<file path="config.mk">
export PLATFORM = sky130hd
export DESIGN_NAME = serial_adder_ctrl
export DESIGN_NICKNAME = d
export VERILOG_FILES = /design/src/rtl/serial_adder_pkg.sv /design/src/rtl/full_adder_cell.sv /design/src/rtl/serial_adder_ctrl.sv
export SDC_FILE = /design/constraint.sdc
export NUM_CORES = 1
export LEC_CHECK = 0
export BUFFER_PORTS_ARGS = -buffer_cell sky130_fd_sc_hd__clkbuf_2
export CORE_MARGIN = 2
export CORE_UTILIZATION = 45
export DETAILED_ROUTE_END_ITERATION = 10
export PLACE_DENSITY_LB_ADDON = 0.3
export SETUP_SLACK_MARGIN = 0.05
export SYNTH_ARGS = -nofsm -noshare
export SYNTH_HDL_FRONTEND = slang
export SYNTH_SLANG_ARGS = --single-unit
</file>
<file path="constraint.sdc">
create_clock -name clk -period 2.4 [get_ports clk]
set_input_delay 0 -clock clk [delete_from_list [all_inputs] [get_ports clk]]
set_output_delay 0 -clock clk [all_outputs]
set_load 0.02 [all_outputs]
</file>
<file path="src/rtl/serial_adder_pkg.sv">
// Shared definitions for the bit-serial adder controller: FSM state encoding.
package serial_adder_pkg;

    localparam int unsigned ST_W = 2;

    typedef enum logic [ST_W-1:0] {
        S_IDLE = 2'd0,
        S_RUN  = 2'd1,
        S_DONE = 2'd2
    } state_e;

endpackage

</file>
<file path="src/rtl/full_adder_cell.sv">
// 1-bit full adder built from two half-adder stages plus a carry OR.
module full_adder_cell (
    input  logic a,
    input  logic b,
    input  logic ci,
    output logic s,
    output logic co
);

    logic p;
    logic g;

    assign p  = a ^ b;
    assign g  = a & b;
    assign s  = p ^ ci;
    assign co = g | (p & ci);

endmodule

</file>
<file path="src/rtl/serial_adder_ctrl.sv">
// Bit-serial adder controller: runs one full-adder cell over WIDTH cycles, LSB first,
// and presents a registered sum/carry with a one-cycle done pulse.
module serial_adder_ctrl
    import serial_adder_pkg::*;
#(
    parameter int unsigned WIDTH = 8
) (
    input  logic             clk,
    input  logic             rst_n,
    input  logic             start,
    input  logic [WIDTH-1:0] a,
    input  logic [WIDTH-1:0] b,
    input  logic             cin,
    output logic             busy,
    output logic             done,
    output logic [WIDTH-1:0] sum,
    output logic             cout
);

    localparam int unsigned CNT_W = $clog2(WIDTH);
    localparam logic [CNT_W-1:0] LAST_BIT = CNT_W'(WIDTH - 1);

    state_e           state;
    logic [CNT_W-1:0] cnt;
    logic [WIDTH-1:0] a_sh;
    logic [WIDTH-1:0] b_sh;
    logic [WIDTH-1:0] s_sh;
    logic             c_q;
    logic             s_bit;
    logic             c_nxt;

    full_adder_cell u_fa (
        .a  (a_sh[0]),
        .b  (b_sh[0]),
        .ci (c_q),
        .s  (s_bit),
        .co (c_nxt)
    );

    always_ff @(posedge clk or negedge rst_n) begin
        if (!rst_n) begin
            state <= S_IDLE;
            cnt   <= '0;
            a_sh  <= '0;
            b_sh  <= '0;
            s_sh  <= '0;
            c_q   <= 1'b0;
            sum   <= '0;
            cout  <= 1'b0;
        end else begin
            case (state)
                S_IDLE, S_DONE: begin
                    if (start) begin
                        a_sh  <= a;
                        b_sh  <= b;
                        c_q   <= cin;
                        cnt   <= '0;
                        state <= S_RUN;
                    end else begin
                        state <= S_IDLE;
                    end
                end
                S_RUN: begin
                    a_sh <= a_sh >> 1;
                    b_sh <= b_sh >> 1;
                    s_sh <= {s_bit, s_sh[WIDTH-1:1]};
                    c_q  <= c_nxt;
                    // Hold the counter on the final edge so it never wraps.
                    if (cnt == LAST_BIT) begin
                        sum   <= {s_bit, s_sh[WIDTH-1:1]};
                        cout  <= c_nxt;
                        state <= S_DONE;
                    end else begin
                        cnt <= cnt + CNT_W'(1);
                    end
                end
                default: state <= S_IDLE;
            endcase
        end
    end

    assign busy = (state == S_RUN);
    assign done = (state == S_DONE);

endmodule

</file>
; ---- Word level (Yosys, flattened, before mapping)
; Cells that the tools add are included.
[totals]
regBits = 39
latchBits = 0
mem_bits_rw = 0
rom_bits = 0
in_bits = 20
output_inout_bits = 11
wordCells = 38
mem_count = 0
[op_classes]
addsub = 1
mul = 0
n_div = 0
n_lt_le_gt_ge = 0
n_eq_ne = 6
shift = 0
mux = 12
bitwise_logic = 5
n_reduce_logical = 6
[ops]
columns = cell, count
row1 = 8-bit one-hot mux with 2 select lines, 2
row2 = 8-bit two-way mux, 2
row3 = 3-bit two-way mux, 2
row4 = 3-bit one-hot mux with 2 select lines, 1
row5 = "2-bit != test, second input constant", 2
row6 = 2-bit one-hot mux with 2 select lines, 1
row7 = 2-bit AND reduction, 2
row8 = "3-bit by 1-bit adder with 3-bit output, second input constant", 1
row9 = "3-bit == test, second input constant", 1
row10 = 3-bit AND reduction, 1
row11 = 1-bit AND, 2
row12 = "2-bit by 1-bit == test with 1-bit output, second input constant", 1
row13 = "2-bit == test, second input constant", 1
row14 = 2-bit logical NOT, 1
row15 = 1-bit two-way mux, 2
row16 = 2-bit two-way mux, 1
row17 = "2-bit by 1-bit != test with 1-bit output, second input constant", 1
row18 = 1-bit one-hot mux with 2 select lines, 1
row19 = 2-bit nonzero test, 1
row20 = 2-bit OR reduction, 1
row21 = 1-bit XOR, 2
row22 = 1-bit OR, 1

; ---- Longest topological paths before layout
[logic_depth]
ltp_word = 4
ltp_mapped = 6
ltp_nobuf = 5

; ---- Cells and area by module
; A second synthesis with hierarchy kept.
[hier_totals]
cells_unflattened = 135
area_unflattened_um2 = 1928.1
[modules_own_cells]
columns = mod, n_inst, cells_per_inst, area_each_um2, seq_area_each_um2
row1 = serial_adder_ctrl, 1, 134, 1908.1, 950.9
row2 = full_adder_cell, 1, 1, 20.0, 0.0

; ---- Worst setup path before layout
; No wires, ideal clock.
[synth_path]
path_type = flip-flop to flip-flop
start = register cnt[0]
end = register cnt[0]
setup_ns = 0.118
arrival_time_ns = 1.375
required_ns = 2.282
slack_ns = 0.907
path_stages_with_launch = 6
n_path_buf = 0
synth_period_minus_slack_ns = 1.493
cell_sequence = dfrtp_1 > ha_1 > ha_1 > nor2_1 > xor2_1 > a21o_1
[synth_between]
elab_chain_len = 3
word_cells_on_any_way = 6
cone_classes = add/sub (1) / eq/ne (2) / mux (2) / reduce/logical (1)
[synth_rtl]
columns = element, line_no
row1 = start: declaration, serial_adder_ctrl.sv:24  ; logic [CNT_W-1:0] cnt;
row2 = start signal: assignment, serial_adder_ctrl.sv:74  ; cnt <= cnt + CNT_W'(1);
row3 = 3-bit by 1-bit adder with 3-bit output / 3-bit == test (equally long branches), "serial_adder_ctrl.sv:74, serial_adder_ctrl.sv:69"
row4 = 3-bit two-way mux / 2-bit != test (equally long branches), -
row5 = 3-bit one-hot mux with 2 select lines / 3-bit AND reduction (equally long branches), -
; Parallel ways exist; a longest one is shown, timed or not. The select of a mux whose other input is x is not followed.
; A chain may end at the register's enable or synchronous reset.

; ---- Worst setup path in the final report
; Ends and elaborated chain as after synthesis.

==> summary.md <==
| Metric | Value |
|---|---|
| Reg2Reg Launch Point | cnt[0] |
| Grt total ovfl | 0 |
| PwrDens | ~1200 nW/um^2 |
| CTS tree | built |
| IO Pins | 31 |
| Nets@finish | around 220 |
| Final setup vio count | 0 |
| Min-delay worst type | input pin to register |
| Synth area leaders | dfrtp_1 51%, mux2i_1 7.6%, mux2_4 7.3% |
| Core Area | between 3000 and 4000 sq um |
| WP data required | about 2.6 ns |
| TritonCTS Buffers | 5 |
| Drt initial violations | 52 |
| Syn Std Cell Area | about 1800 sq um |
| Via/cell ratio | roughly 5 |
| WS Path Type | register to register |
| Tot GR Track Use | around 17% |
| Die Y | 68.1 um |
| Post-route ant nets | 0 |
| Crit-path max FO | 6 |
| Most frequent cells in the layout | 38 x dfrtp_1, 30 x clkbuf_2, 28 x nand2_1, 14 x nor2b_1, 14 x mux2i_1 |
| Cell Rows | 23 |
| RSZ-0062 raised after global routing | false |
| CTS Hold Bufs | 5 |
| Post-synthesis cell type count | 27 |
| Via count | ~1.3k |
| Drt drc | 0 |
| Max Clk Rate | roughly 0.60 GHz |
| Clock sinks | 38 |
| CTS root buf | clkbuf_8 |
| Period utilization | between 60% and 70% |
| Mapped Avg Cell Area | about 11 sq um |
| Max rail drop VDD | 0.594 mV |
| Initial antenna violation count | 0 |
| Maximum buffer depth of the clock tree | 2 |
| Most common cell after layout, fill and taps aside | dfrtp_1 |
| Status | complete, but fails checks |
| Max_slew headroom | around two fifths |
| Failing checks | negative hold slack |
| Post-Syn Nets | between 150 and 200 |
| Initial Util | 46.5% |
| Drt wl/cell | ~13 um |
| Max Cap Violations | 0 |
| Largest net degree at the start of global routing | 40 |
| Global-route wire length before repair | ~5.7 mm |
| Port-buffer cells | 30 |
| N_diodes | 0 |
| Layout cells sized above 1 | between 20% and 30% |
| Min Tclk post-route | 1.65 ns |
| Arrival time at the worst endpoint | between 1.5 and 2 ns |
| Clock Skews | 0.00606 ns |
| Post-CTS setup buffer count | 0 |
| Chip width | between 60 and 70 um |
| Gate Count Post-Synth | about 170 |
| Hold Worst Slack | -0.00253 ns |
| Routed wire length | approximately 3.3 mm |
| Seq cells post-synth | 38 |
| Leak pwr | 1.01 nW |
| CP endpoint kind | register |
| Setup_tns | 0 ns |
| Crit path from | cnt[0] |
| Overall Power | 2.63 mW |
| Die area | 4630 sq um |
| Fin. Hold Viols | 1 |
| Area Growth Syn to Fin | 16.1% |
| Max Transition Viols Final | 0 |
| Startpoint type of the worst setup path | register |
| Tightest Pin Transition | 0.930 ns |
| Clock-pin transition on the worst setup and hold timing paths | 0.07 ns |
| Register area share after synthesis | 51.5% |
| Dominant cell type by area after synthesis | dfrtp_1 |
| Yosys top cell area share | between 50% and 60% |
| Final Wtd Congestion | between 0.6 and 0.7 |
| Clock Latency Late Sink | about 0.28 ns |
| H-tree levels | 2 |
| 1st-pass router iterations | 6 |
| Quantity of gates resized following cts | 0 |
| Number of global-route vias before repair | 1252 |
| HP Start | b[6] |
| HPWL Detailed | ~2.4 mm |
| Synth Warn # | 0 |
-- sequential cells by signal, summed over array words and instances, names as in the netlist --
signal	flops
cout	1
sum	8
a_sh	8
s_sh	7
b_sh	8
c_q	1
state	2
cnt	3
-- cells by family (layout without fill, tap and decap cells) --
kind of cell | after synthesis | after routing | share of synthesized area, %
buffers and inverters | 13 | 45 | 4.00
multiplexers | 23 | 23 | 14.9
XOR/XNOR | 1 | 1 | 0.474
adder cells (fa/ha/maj) | 3 | 3 | 2.44
AND/OR/NAND/NOR | 57 | 57 | 15.7
AO/OA/AOI/OAI | 32 | 32 | 11.0
flip-flops | 38 | 38 | 51.5
-- synth_stat cells --
cell type and instances:
buf_2 9, nor2b_1 14, buf_6 1, nand3_1 5, nor3_1 2, o211ai_1 2, a21o_1 1, nand2b_1 1
o22ai_1 2, inv_4 1, xor2_1 1, inv_1 1, dfrtp_1 38, nor3b_1 1, mux2_4 9, a211oi_1 12
mux2i_1 14, nand2_8 1, a21oi_1 12, nor2_1 4, nand2_1 28, ha_1 2, buf_4 1, nand2b_4 1
fa_1 1, a22oi_1 1, o21ai_0 2
-- report_power, final --
group	internal, mW	switching [mW]
logic	0.489	0.568
registers	0.935	0.206
clock network	0.222	0.209
-- worst max-delay path: stages (launching register included) --
cell	delay [ns]
dfrtp_1	0.41
ha_1	0.21
ha_1	0.26
nor2_1	0.35
xor2_1	0.13
a21o_1	0.19
-- path summary, 6_finish.rpt --
| kind | end | slack (ns) | cells after the start |
|---|---|---|---|
| setup / recovery | cnt[0] | 0.75 | 5 |
| max in group asynchronous | b_sh[3] | 1.44 | 2 |
| hold reg to reg | s_sh[1] | 0.49 | 2 |
| hold / removal | b_sh[6] | -0.003 | 3 |
| min in group asynchronous | sum[4] | 0.39 | 2 |
| setup reg to reg | cnt[0] | 0.75 | 5 |
-- routing by layer --
metal	up-vias	global-route usage, %	wire (um)
li1	638	-	-
met1	598	19.7	1510
met2	34	28.8	1640
met3	2	5.10	180
met4	0	5.25	15
met5	-	0	0
-- metrics by stage --
stage	utilization, %	cell area (sq um)	instances	hold WS (ns)	setup WS, ns
after floorplan	-	1850	167	-0.296	0.907
after global placement	50.6	2010	238	0.187	0.858
after detailed placement	50.6	2010	238	0.185	0.750
after CTS	54.0	2140	249	0.000184	0.732
after global routing	54.0	2140	249	0.00443	0.648
final	54.0	2140	249	-0.00253	0.746
-- final cells by class --
cell class / instances / area [sq um]
fillers: 365 / 1830
flip-flops and latches: 38 / 951
multi-input cells: 116 / 822
repair buffers: 37 / 215
clock buffers: 6 / 82.6
well taps: 50 / 62.6
inverters: 2 / 10.0
Note: power is estimated with default switching activity, not from simulation.
